`config.mk`:
```
export PLATFORM = sky130hd
export DESIGN_NAME = regfile_reader
export DESIGN_NICKNAME = d
export VERILOG_FILES = /design/src/rtl/regfile_reader.sv
export SDC_FILE = /design/constraint.sdc
export NUM_CORES = 1
export LEC_CHECK = 0
export CORE_UTILIZATION = 42
export CTS_CLUSTER_SIZE = 40
export DETAILED_ROUTE_END_ITERATION = 10
export GPL_ROUTABILITY_DRIVEN = 1
export PLACE_DENSITY_LB_ADDON = 0.3
export SYNTH_ARGS = -nofsm -noshare
export SYNTH_HDL_FRONTEND = slang
export SYNTH_SLANG_ARGS = --single-unit
export TNS_END_PERCENT = 10
```
`constraint.sdc`:
```
create_clock -name clk -period 2.85 [get_ports clk]
set_clock_uncertainty 0.1 [all_clocks]
set_input_delay 0.4275 -clock clk [delete_from_list [all_inputs] [get_ports clk]]
set_output_delay 0.4275 -clock clk [all_outputs]
set_load 0.03 [all_outputs]
```
`src/rtl/regfile_reader.sv`:
```
// regfile_reader
//    Read-side controller for the register bank. Samples the flattened register
//    outputs and returns them over a valid/ready handshake, either as a single
//    addressed read or as a sequential scan of every register.
//
// Ports
//    clk          rising-edge clock
//    reset_n      asynchronous active-low reset
//    reg_bus      flattened register outputs, register i at [i*WIDTH +: WIDTH]
//    rd_addr      address for a single read
//    rd_req       single-read request, sampled in IDLE only
//    scan_start   full-scan request, sampled in IDLE only (wins over rd_req)
//    rd_ready     consumer accepts rd_data this cycle
//    rd_data      registered read data
//    rd_addr_out  address rd_data came from
//    rd_valid     rd_data/rd_addr_out valid
//    busy         high whenever not in IDLE
//    scan_done    one-cycle pulse after the last scan beat is accepted
//
// state  | meaning
// IDLE   | waiting for scan_start or rd_req
// SINGLE | one addressed beat presented, held until accepted
// SCAN   | presenting beat ptr of a full scan, advances on each handshake

module regfile_reader #(
   parameter int NREGS = 8,
   parameter int WIDTH = 4,
   parameter int AW    = 3
) (
   input  logic                   clk,
   input  logic                   reset_n,
   input  logic [NREGS*WIDTH-1:0] reg_bus,
   input  logic [AW-1:0]          rd_addr,
   input  logic                   rd_req,
   input  logic                   scan_start,
   input  logic                   rd_ready,
   output logic [WIDTH-1:0]       rd_data,
   output logic [AW-1:0]          rd_addr_out,
   output logic                   rd_valid,
   output logic                   busy,
   output logic                   scan_done
);

   typedef enum logic [1:0] {
      IDLE   = 2'd0,
      SINGLE = 2'd1,
      SCAN   = 2'd2
   } state_t;

   localparam logic [AW-1:0] LAST = AW'(NREGS - 1);

   state_t           state, state_nxt;
   logic [AW-1:0]    ptr, ptr_nxt;
   logic [WIDTH-1:0] data_nxt;
   logic [AW-1:0]    addr_nxt;
   logic             valid_nxt;
   logic             done_nxt;
   logic             busy_nxt;
   logic             hs;

   logic [AW-1:0]    sel_addr;
   logic [WIDTH-1:0] sel_data;

   assign hs = rd_valid & rd_ready;

   // One read mux shared by every load: the address it looks at depends on
   // which beat is about to be loaded.
   always_comb begin
      sel_addr = rd_addr;
      case (state)
         IDLE:    sel_addr = scan_start ? '0 : rd_addr;
         SCAN:    sel_addr = AW'(ptr + 1'b1);
         default: sel_addr = rd_addr;
      endcase
   end

   // Addresses past the last register read back as zero.
   always_comb begin
      sel_data = '0;
      for (int i = 0; i < NREGS; i++) begin
         if (sel_addr == AW'(i)) sel_data = reg_bus[i*WIDTH +: WIDTH];
      end
   end

   always_comb begin
      state_nxt = state;
      ptr_nxt   = ptr;
      data_nxt  = rd_data;
      addr_nxt  = rd_addr_out;
      valid_nxt = rd_valid;
      done_nxt  = 1'b0;
      case (state)
         IDLE: begin
            if (scan_start) begin
               data_nxt  = sel_data;
               addr_nxt  = '0;
               valid_nxt = 1'b1;
               ptr_nxt   = '0;
               state_nxt = SCAN;
            end else if (rd_req) begin
               data_nxt  = sel_data;
               addr_nxt  = rd_addr;
               valid_nxt = 1'b1;
               state_nxt = SINGLE;
            end
         end
         SINGLE: begin
            if (hs) begin
               valid_nxt = 1'b0;
               state_nxt = IDLE;
            end
         end
         SCAN: begin
            if (hs) begin
               if (ptr == LAST) begin
                  valid_nxt = 1'b0;
                  done_nxt  = 1'b1;
                  ptr_nxt   = '0;
                  state_nxt = IDLE;
               end else begin
                  ptr_nxt  = AW'(ptr + 1'b1);
                  data_nxt = sel_data;
                  addr_nxt = AW'(ptr + 1'b1);
               end
            end
         end
         default: begin
            valid_nxt = 1'b0;
            state_nxt = IDLE;
         end
      endcase
      busy_nxt = (state_nxt != IDLE);
   end

   always_ff @(posedge clk or negedge reset_n) begin
      if (!reset_n) begin
         state       <= IDLE;
         ptr         <= '0;
         rd_data     <= '0;
         rd_addr_out <= '0;
         rd_valid    <= 1'b0;
         busy        <= 1'b0;
         scan_done   <= 1'b0;
      end else begin
         state       <= state_nxt;
         ptr         <= ptr_nxt;
         rd_data     <= data_nxt;
         rd_addr_out <= addr_nxt;
         rd_valid    <= valid_nxt;
         busy        <= busy_nxt;
         scan_done   <= done_nxt;
      end
   end

endmodule
```
==> results.toml <==
[outcome]
status = "complete, no violations"

[place]
place_congestion = 0.854
hpwl_mm = 2.46
postPlaceCellArea_um2 = 1670
port_buffers = 49

[layout]
final_common_cell = "clkdlybuf4s50_1"
fin_area_um2 = 1700
mostFrequentLayoutCells = "49 x clkdlybuf4s50_1, 15 x dfrtp_1, 14 x nand2_1"
drive_above_1_share = 0.117
syn2layout_area_growth_pct = 42.5
fill_cells = 215
diodes = 0
seq_area_um2 = 375
layout.nets = 222
multiInputGateArea_um2 = 713

[logic_synthesis]
netlist.area_leader.share = 0.314
synthDistinctLibCells = 44
syn_nets = 174
ys_seq_elements = 15
syn-cell-area_um2 = 1190
ys_seq_area_frac = 0.314
synth_top_cell_by_area = "dfrtp_1"
synthCells = 132
yosys_warnings = 0
yosys-top-cells-area = "dfrtp_1 31%, mux2i_1 5.0%, a211oi_1 5.0%, buf_6 4.7%, nand2_1 4.4%"
synth_edf_count = 0
synthArstFlopShare = 1.00
syn_area_per_cell_um2 = 9.05
ys.flop_type = "dfrtp_1"

[grt]
grt_usage = 0.210
grt_pass1_vias = 1244
antenna_found_initial = 0
grt_max_degree = 16
grt.overflow.total = 0
grt_pass1_wl_mm = 5.33

[worst_setup_path]
startpoint_type = "input port"
crit_required_ns = 2.97
criticalPathCategory = "input port to flop"
worstPathMaxFanout = 10
cp-end-kind = "flop"
crit_arrival_ns = 2.39

[worst_hold_path]
worstHoldPathType = "flop to flop"

[clock_tree]
post_cts_buffers = 0
cts.repair.resized = 0
hold_buffers = 0
clkTransAtPathRegs_ns = 0.10
clock-root-buffer = "clkbuf_4"
clock_latency_ns = 0.29
cts_buffer_depth = 2
cts_buffers = 3
cts_tree = "done"
clkSinkCount = 15
htree_levels = 1

[die]
rows = 18
start_util = 0.461
dieHeight_um = 55.3
pin_count = 50
die_area_um2 = 3060
fp.dieW_um = 55.3
core_area_um2 = 2590

[sta]
tightest_slew_ns = 0.686
slew_headroom = 0.541
setup_tns_ns = 0
rsz0062_at_grt = "false"
final.min_clock_period_ns = 2.27
maxSlewViolCount = 0
finalHoldViolations = 0
finalCritPeriodShare = 0.797
hold_ws_ns = 0.393
fmax_mhz = 440
setup_violations = 0

[detailed_routing]
drtIter0Drc = 19
antenna_left = 0
routed_wl_mm = 3.16
avgRoutedWirePerCell_um = 15.1
num_vias = 1199
drc = 0
first_pass_iters = 4
vias_per_cell = 5.74

[power]
clkPwrFrac = 0.075
power.density_nw_per_um2 = 1030
switching_share = 0.474
combPwrFrac = 0.713
seq_power_share = 0.212
power.net_switching_uw = 830
p_leak_nw = 0.699
ir_drop_v = 0.000714
p_int_uw = 919

[flow_run]
maxCapViolations = 0
## critical path, cell delays in order
cell and delay, ns:
clkdlybuf4s50_1 0.49, o21bai_1 0.32, buf_4 0.23, a21o_1 0.34, nor2_1 0.12, a221o_1 0.32
o211ai_2 0.14
## synth_stat cells (3+ instances only)
cell type  instances
a21oi_1            6
clkbuf_1           3
nand3_1            3
mux2i_1            6
inv_1              7
a221o_1            4
a211oi_1           8
nand2_1           14
nor3_1             4
nor2_1             7
dfrtp_1           15
buf_6              5
o21ai_0            6
a21o_1             3
## cell type report
class | instances | share of cell area
multi-input cells | 100 | 0.419
clock inverters | 1 | 0.00441
clock buffers | 3 | 0.0132
well taps | 30 | 0.0220
repair buffers | 53 | 0.306
inverters | 7 | 0.0154
flip-flops and latches | 15 | 0.220
## worst paths after layout
path	startpoint	slack [ns]	end	cells after the start
worst max register to register	ptr[0]	0.60	rd_data[2]	6
min in group asynchronous	reset_n	0.44	rd_data[0]	1
worst min register to register	rd_addr_out[0]	0.39	rd_addr_out[0]	2
max in group asynchronous	reset_n	1.78	ptr[2]	1
worst max-delay path	scan_start	0.58	rd_data[2]	7
worst min-delay path	rd_addr_out[0]	0.39	rd_addr_out[0]	2
## through the flow
stage          power (mW)  std cells  setup WS (ns)  utilization
2_1_floorplan        1.37        132          0.837            -
3_3_place_gp         1.59        205          0.379        0.646
3_5_place_dp         1.62        205          0.302        0.646
4_1_cts              1.76        209          0.584        0.657
5_1_grt              1.88        209          0.470        0.657
6_report             1.75        209          0.579        0.657
## sequential cells by signal, summed over array words and instances (netlist names)
name,flops
rd_data,4
ptr,3
rd_addr_out,3
state,2
busy,1
rd_valid,1
scan_done,1
## logic make-up after synthesis
| group | Yosys count | synth area share |
|---|---|---|
| simple gates | 38 | 0.162 |
| buf+inv | 17 | 0.0890 |
| fa+ha+maj | 2 | 0.0209 |
| mux | 9 | 0.0785 |
| compound gates | 51 | 0.335 |
| flops | 15 | 0.314 |
## routing by layer
layer	global-route usage	routed length, um	up-vias
met4	0.0500	27	0
met2	0.384	1590	46
met1	0.239	1360	561
met5	0	0	-
li1	-	-	588
met3	0.0609	176	4
## power groups by stage
stage	combinational (mW)	clock, mW	sequential [mW]
floorplan	0.894	0	0.475
global placement	1.22	0	0.371
detailed placement	1.24	0	0.375
CTS	1.25	0.137	0.371
global route	1.35	0.143	0.380
finish	1.25	0.131	0.371
Power figures use the tool's default switching activity.
